[src/rtl/dmem_arbiter.sv]
// rtl/dmem_arbiter.sv - shares the data_mem port between the MEM stage and the debug/loader port
// MEM stage has priority; starvation and burst counters bound the wait on both sides.
module dmem_arbiter #(
  parameter int DBG_MAX_WAIT = 4,
  parameter int DBG_BURST    = 2,
  parameter int AW           = 9
) (
  input  logic          clk,
  input  logic          rst_n,
  input  logic          cpu_req,
  input  logic          cpu_we,
  input  logic [AW-1:0] cpu_addr,
  input  logic [31:0]   cpu_wdata,
  output logic [31:0]   cpu_rdata,
  output logic          cpu_stall,
  input  logic          dbg_valid,
  output logic          dbg_ready,
  input  logic          dbg_we,
  input  logic [AW-1:0] dbg_addr,
  input  logic [31:0]   dbg_wdata,
  output logic          dbg_rvalid,
  output logic [31:0]   dbg_rdata,
  output logic [AW-1:0] mem_addr,
  output logic [31:0]   mem_wdata,
  output logic          mem_we,
  input  logic [31:0]   mem_rdata
);

  localparam int WW = $clog2(DBG_MAX_WAIT + 1);
  localparam int BW = $clog2(DBG_BURST + 1);

  typedef enum logic {S_CPU, S_DBG} state_t;

  state_t        state, state_nxt;
  logic [WW-1:0] wait_cnt, wait_nxt;
  logic [BW-1:0] burst_cnt, burst_nxt;
  logic          grant_dbg;

  always_comb begin
    grant_dbg = 1'b0;
    if (state == S_CPU)
      grant_dbg = dbg_valid & (~cpu_req | (wait_cnt == WW'(DBG_MAX_WAIT)));
    else
      grant_dbg = dbg_valid & (~cpu_req | (burst_cnt < BW'(DBG_BURST)));
  end

  always_ff @(posedge clk or negedge rst_n) begin
    if (!rst_n) begin
      state     <= S_CPU;
      wait_cnt  <= '0;
      burst_cnt <= '0;
    end else begin
      state     <= state_nxt;
      wait_cnt  <= wait_nxt;
      burst_cnt <= burst_nxt;
    end
  end

  // A denial on the cycle a burst ends already counts as one cycle of debug wait,
  // so the wait bound holds across back-to-back bursts.
  always_comb begin
    state_nxt = state;
    burst_nxt = burst_cnt;
    wait_nxt  = '0;
    if (dbg_valid && !grant_dbg)
      wait_nxt = (wait_cnt == WW'(DBG_MAX_WAIT)) ? wait_cnt : wait_cnt + WW'(1);
    case (state)
      S_CPU: begin
        if (grant_dbg && cpu_req) begin
          state_nxt = S_DBG;
          burst_nxt = BW'(1);
        end
      end
      S_DBG: begin
        if (!grant_dbg) begin
          state_nxt = S_CPU;
          burst_nxt = '0;
        end else if (cpu_req) begin
          burst_nxt = burst_cnt + BW'(1);
        end
      end
      default: begin
        state_nxt = S_CPU;
        burst_nxt = '0;
      end
    endcase
  end

  always_comb begin
    mem_addr  = cpu_addr;
    mem_wdata = cpu_wdata;
    mem_we    = cpu_we & cpu_req;
    dbg_ready = 1'b0;
    cpu_stall = 1'b0;
    if (!rst_n) begin
      mem_we    = 1'b0;
      cpu_stall = cpu_req;
    end else if (grant_dbg) begin
      mem_addr  = dbg_addr;
      mem_wdata = dbg_wdata;
      mem_we    = dbg_we;
      dbg_ready = 1'b1;
      cpu_stall = cpu_req;
    end
  end

  assign cpu_rdata = mem_rdata;

  always_ff @(posedge clk or negedge rst_n) begin
    if (!rst_n) begin
      dbg_rvalid <= 1'b0;
      dbg_rdata  <= '0;
    end else begin
      dbg_rvalid <= grant_dbg & ~dbg_we;
      if (grant_dbg && !dbg_we)
        dbg_rdata <= mem_rdata;
    end
  end

endmodule

[config.mk]
export PLATFORM = sky130hd
export DESIGN_NAME = dmem_arbiter
export DESIGN_NICKNAME = d
export VERILOG_FILES = /design/src/rtl/dmem_arbiter.sv
export SDC_FILE = /design/constraint.sdc
export NUM_CORES = 1
export LEC_CHECK = 0
export CAP_MARGIN = 5
export CELL_PAD_IN_SITES_DETAIL_PLACEMENT = 1
export CELL_PAD_IN_SITES_GLOBAL_PLACEMENT = 1
export CORE_MARGIN = 2
export CORE_UTILIZATION = 21
export CTS_BUF_LIST = sky130_fd_sc_hd__clkbuf_8
export DETAILED_ROUTE_END_ITERATION = 12
export PLACE_DENSITY_LB_ADDON = 0.1
export SYNTH_ARGS = -nofsm -noshare
export SYNTH_HDL_FRONTEND = slang
export SYNTH_SLANG_ARGS = --single-unit
[constraint.sdc]
create_clock -name clk -period 2.8 [get_ports clk]
set_clock_uncertainty 0.1 [all_clocks]
set_input_delay 0.42 -clock clk [delete_from_list [all_inputs] [get_ports clk]]
set_output_delay 0.42 -clock clk [all_outputs]
set_load 0.02 [all_outputs]
==> reports/qor.yml <==
synthDistinctLibCells: 22
wl_per_cell_um: 16.4
place.gp.congestion: 0.684
portBuffers: 228
finalMaxSlewViolations: 0
drt.antenna.violating_nets: 0
post-route-worst-setup-slack_ps: 103
report.power.total_mw: 2.01
grt_pass1_wl_um: 12400
clkLatencyLatePin_ps: 290
cts.path.max_buffers: 2
drt-vias-per-instance: 4.18
timing.hold.worst.class: "reg2reg"
ys.warnings.count: 0
globalRouteTotalUtil_pct: 13.3
max_freq_mhz: 371
n_fill_cell: 1216
dp_worst_setup_slack_ps: -134
core-area_sq_um: 10800
post-place-cells: 526
top_level_ports: 229
tritoncts: "yes"
grt_setup_unrepaired: "yes"
clock-sinks: 39
max-cap-violations: 0
placed_cell_area_sq_um: 4570
multi_input_area_sq_um: 1030
status: "complete, no violations"
synthesis.area_per_instance_sq_um: 12.5
cts_setup_buffers: 0
final_area_sq_um: 4490
netlist_area_sq_um: 2340
critPathSlowestCell: "dfrtp_1"
path_cells: "inv_1 -> ha_1 -> and3b_2 -> o31ai_4 -> nor2_4 -> buf_6 -> mux2_2 -> dlygate4sd2_1"
floorplan.die_area_sq_um: 12000
num_antenna_cells: 0
htree_levels: 2
post_route_cells_drive_above_1_share_pct: 32.1
critical_path_peak_fanout: 12
worst_max_slew_margin_expressed_relative_to_the_limit_pct: 36.4
die_w_um: 109
cts_buffers: 5
timing.critical_path.required_ps: 2280
seq_area_sq_um: 976
dpl_wire_length_um: 7150
synth_seq_cells: 39
antenna_violations_before_repair: 0
powerDensity_nw_per_um2: 447
grt_overflow_total: 0
syn_nets: 309
vias_in_the_first_global_route: 2335
detailroute.via_count: 2228
routed_wirelength_um: 8730
min_period_ps: 2700
detail_route.first_pass.iterations: 4
worst_setup_path_end_kind: "output port"
final_hold_viol_count: 0
grt_start_max_net_pins: 34
report.final.setup_viol: 0
timing.setup.critical_path_class: "reg2out"
irDropWorstVdd_mv: 0.212
fin_nets: 516
post_route_drc: 0
startpoint_type: "register"
die_height_um: 109
area_growth_synth_to_finish_pct: 92.1
placement_rows: 38
actual_transition_at_the_worst_max_transition_pin_ps: 952
clk_pin_slew_ps: 80
min_period_over_period_pct: 96.3
arrival_time_of_the_worst_setup_path_ps: 2180
initialDrtViolationCount: 61
finalNonFillerCells: 533
synthesis.instances: 187
cts_root_buf: "clkbuf_8"
largest_incremental_delay_on_the_critical_path_ps: 400
ys_seq_area_share_pct: 41.8
leakagePower_nw: 1.86
initial_core_util_pct: 21.6
[placed cells by master, fill, tap and decap left out, types with 2 or more instances in the layout]
master / count
a21oi_1: 3
inv_1: 5
clkbuf_2: 32
nor2_1: 3
o21ai_0: 4
clkdlybuf4s50_1: 183
dlymetal6s2s_1: 2
ha_1: 2
nand3_1: 2
buf_4: 8
dlygate4sd2_1: 9
nor2_4: 2
clkbuf_8: 5
nor3_1: 2
dfrtp_1: 39
mux2_2: 73
nand2_1: 5
[where the power goes]
part,switching [mW],internal [mW],leakage [nW]
Sequential,0.0539,0.666,0.471
Clock,0.197,0.166,0.0361
Combinational,0.409,0.516,1.35
[metrics by stage]
stage                     utilization (%)  setup TNS, ps  hold slack [ps]
final                                41.4              0              413
after global routing                 41.4           -232              432
after detailed placement             42.1          -4500              273
after global placement               42.1          -3570              269
after floorplan                         -              0             24.4
after CTS                            42.5              0              409
[registers in the layout, summed over array words and instances (netlist names)]
name and flops:
burst_cnt 2, dbg_rdata 32, dbg_rvalid 1, state 1
wait_cnt 3
[Yosys cell counts]
cell type	instances	area share, %
nor3_1	2	0.43
a21oi_1	3	0.64
nor2_1	3	0.48
inv_1	5	0.80
buf_4	32	10
clkbuf_8	1	0.59
dfrtp_1	39	42
o21ai_0	4	0.86
and2b_1	1	0.32
ha_1	2	1.1
nand2_1	5	0.80
nand3_1	2	0.43
nand4_1	1	0.27
and3b_2	1	0.43
o31ai_1	1	0.32
nor2_2	2	0.54
xnor2_1	1	0.37
a32oi_1	1	0.37
buf_6	6	2.9
o31ai_4	1	0.91
mux2_2	73	35
nor2b_1	1	0.27
[path summary, 6_finish.rpt]
path	slack [ps]	depth (start not counted)	startpoint	endpoint
worst max-delay path	100	8	wait_cnt[1]$_DFFE_PN0P_	mem_wdata[5]
worst min-delay path	410	1	burst_cnt[0]$_DFFE_PN0P_	burst_cnt[0]$_DFFE_PN0P_
worst max register to register	340	7	wait_cnt[1]$_DFFE_PN0P_	dbg_rdata[2]$_DFFE_PN0P_
worst min register to register	410	1	burst_cnt[0]$_DFFE_PN0P_	burst_cnt[0]$_DFFE_PN0P_
max in group asynchronous	1440	4	rst_n	dbg_rdata[7]$_DFFE_PN0P_
min in group asynchronous	530	3	rst_n	state$_DFF_PN0_
[cells by family (layout without fill, tap and decap cells)]
family	Yosys count	after routing	share of synthesized area (%)
adders and majority gates	2	2	1.07
muxes	73	73	35.2
AOI/OAI and AO/OA	10	10	3.10
xor gates and xnor gates	1	1	0.375
DFF	39	39	41.8
buffers and inverters	44	250	14.6
and+or+nand+nor	18	18	3.96
[routing by layer]
metal  vias to the layer above  global-route usage (%)  part of all wire (%)
li1                       1033                       -                     -
met1                      1060                    15.6                    39
met2                       131                    22.8                    48
met3                         4                    5.81                    12
met4                         0                    2.44                  0.55
met5                         -                       0                     0
[critical path, delay by kind of cell (launching register included)]
kind,cells,cell delay [ps]
mux,1,340
fa+ha+maj,1,150
compound gates,1,70
flops,1,400
buf+inv,3,570
simple gates,2,360
[final cells by class]
type	count	area share [%]
tap	140	3.90
sequential	39	21.7
clock inverter	1	0.167
timing repair buffer	239	49.3
multi-input combinational	104	23.0
inverter	5	0.418
clock buffer	5	1.53
[what timing repair did]
action / CTS / global route
hold buffers: 1 / 0
endpoints found under the hold margin: 7 / 0
gates resized for setup: 46 / 64
pin swaps: 1 / 0
setup endpoints to repair: 42 / 44
Note: power is estimated with default switching activity, not from simulation.
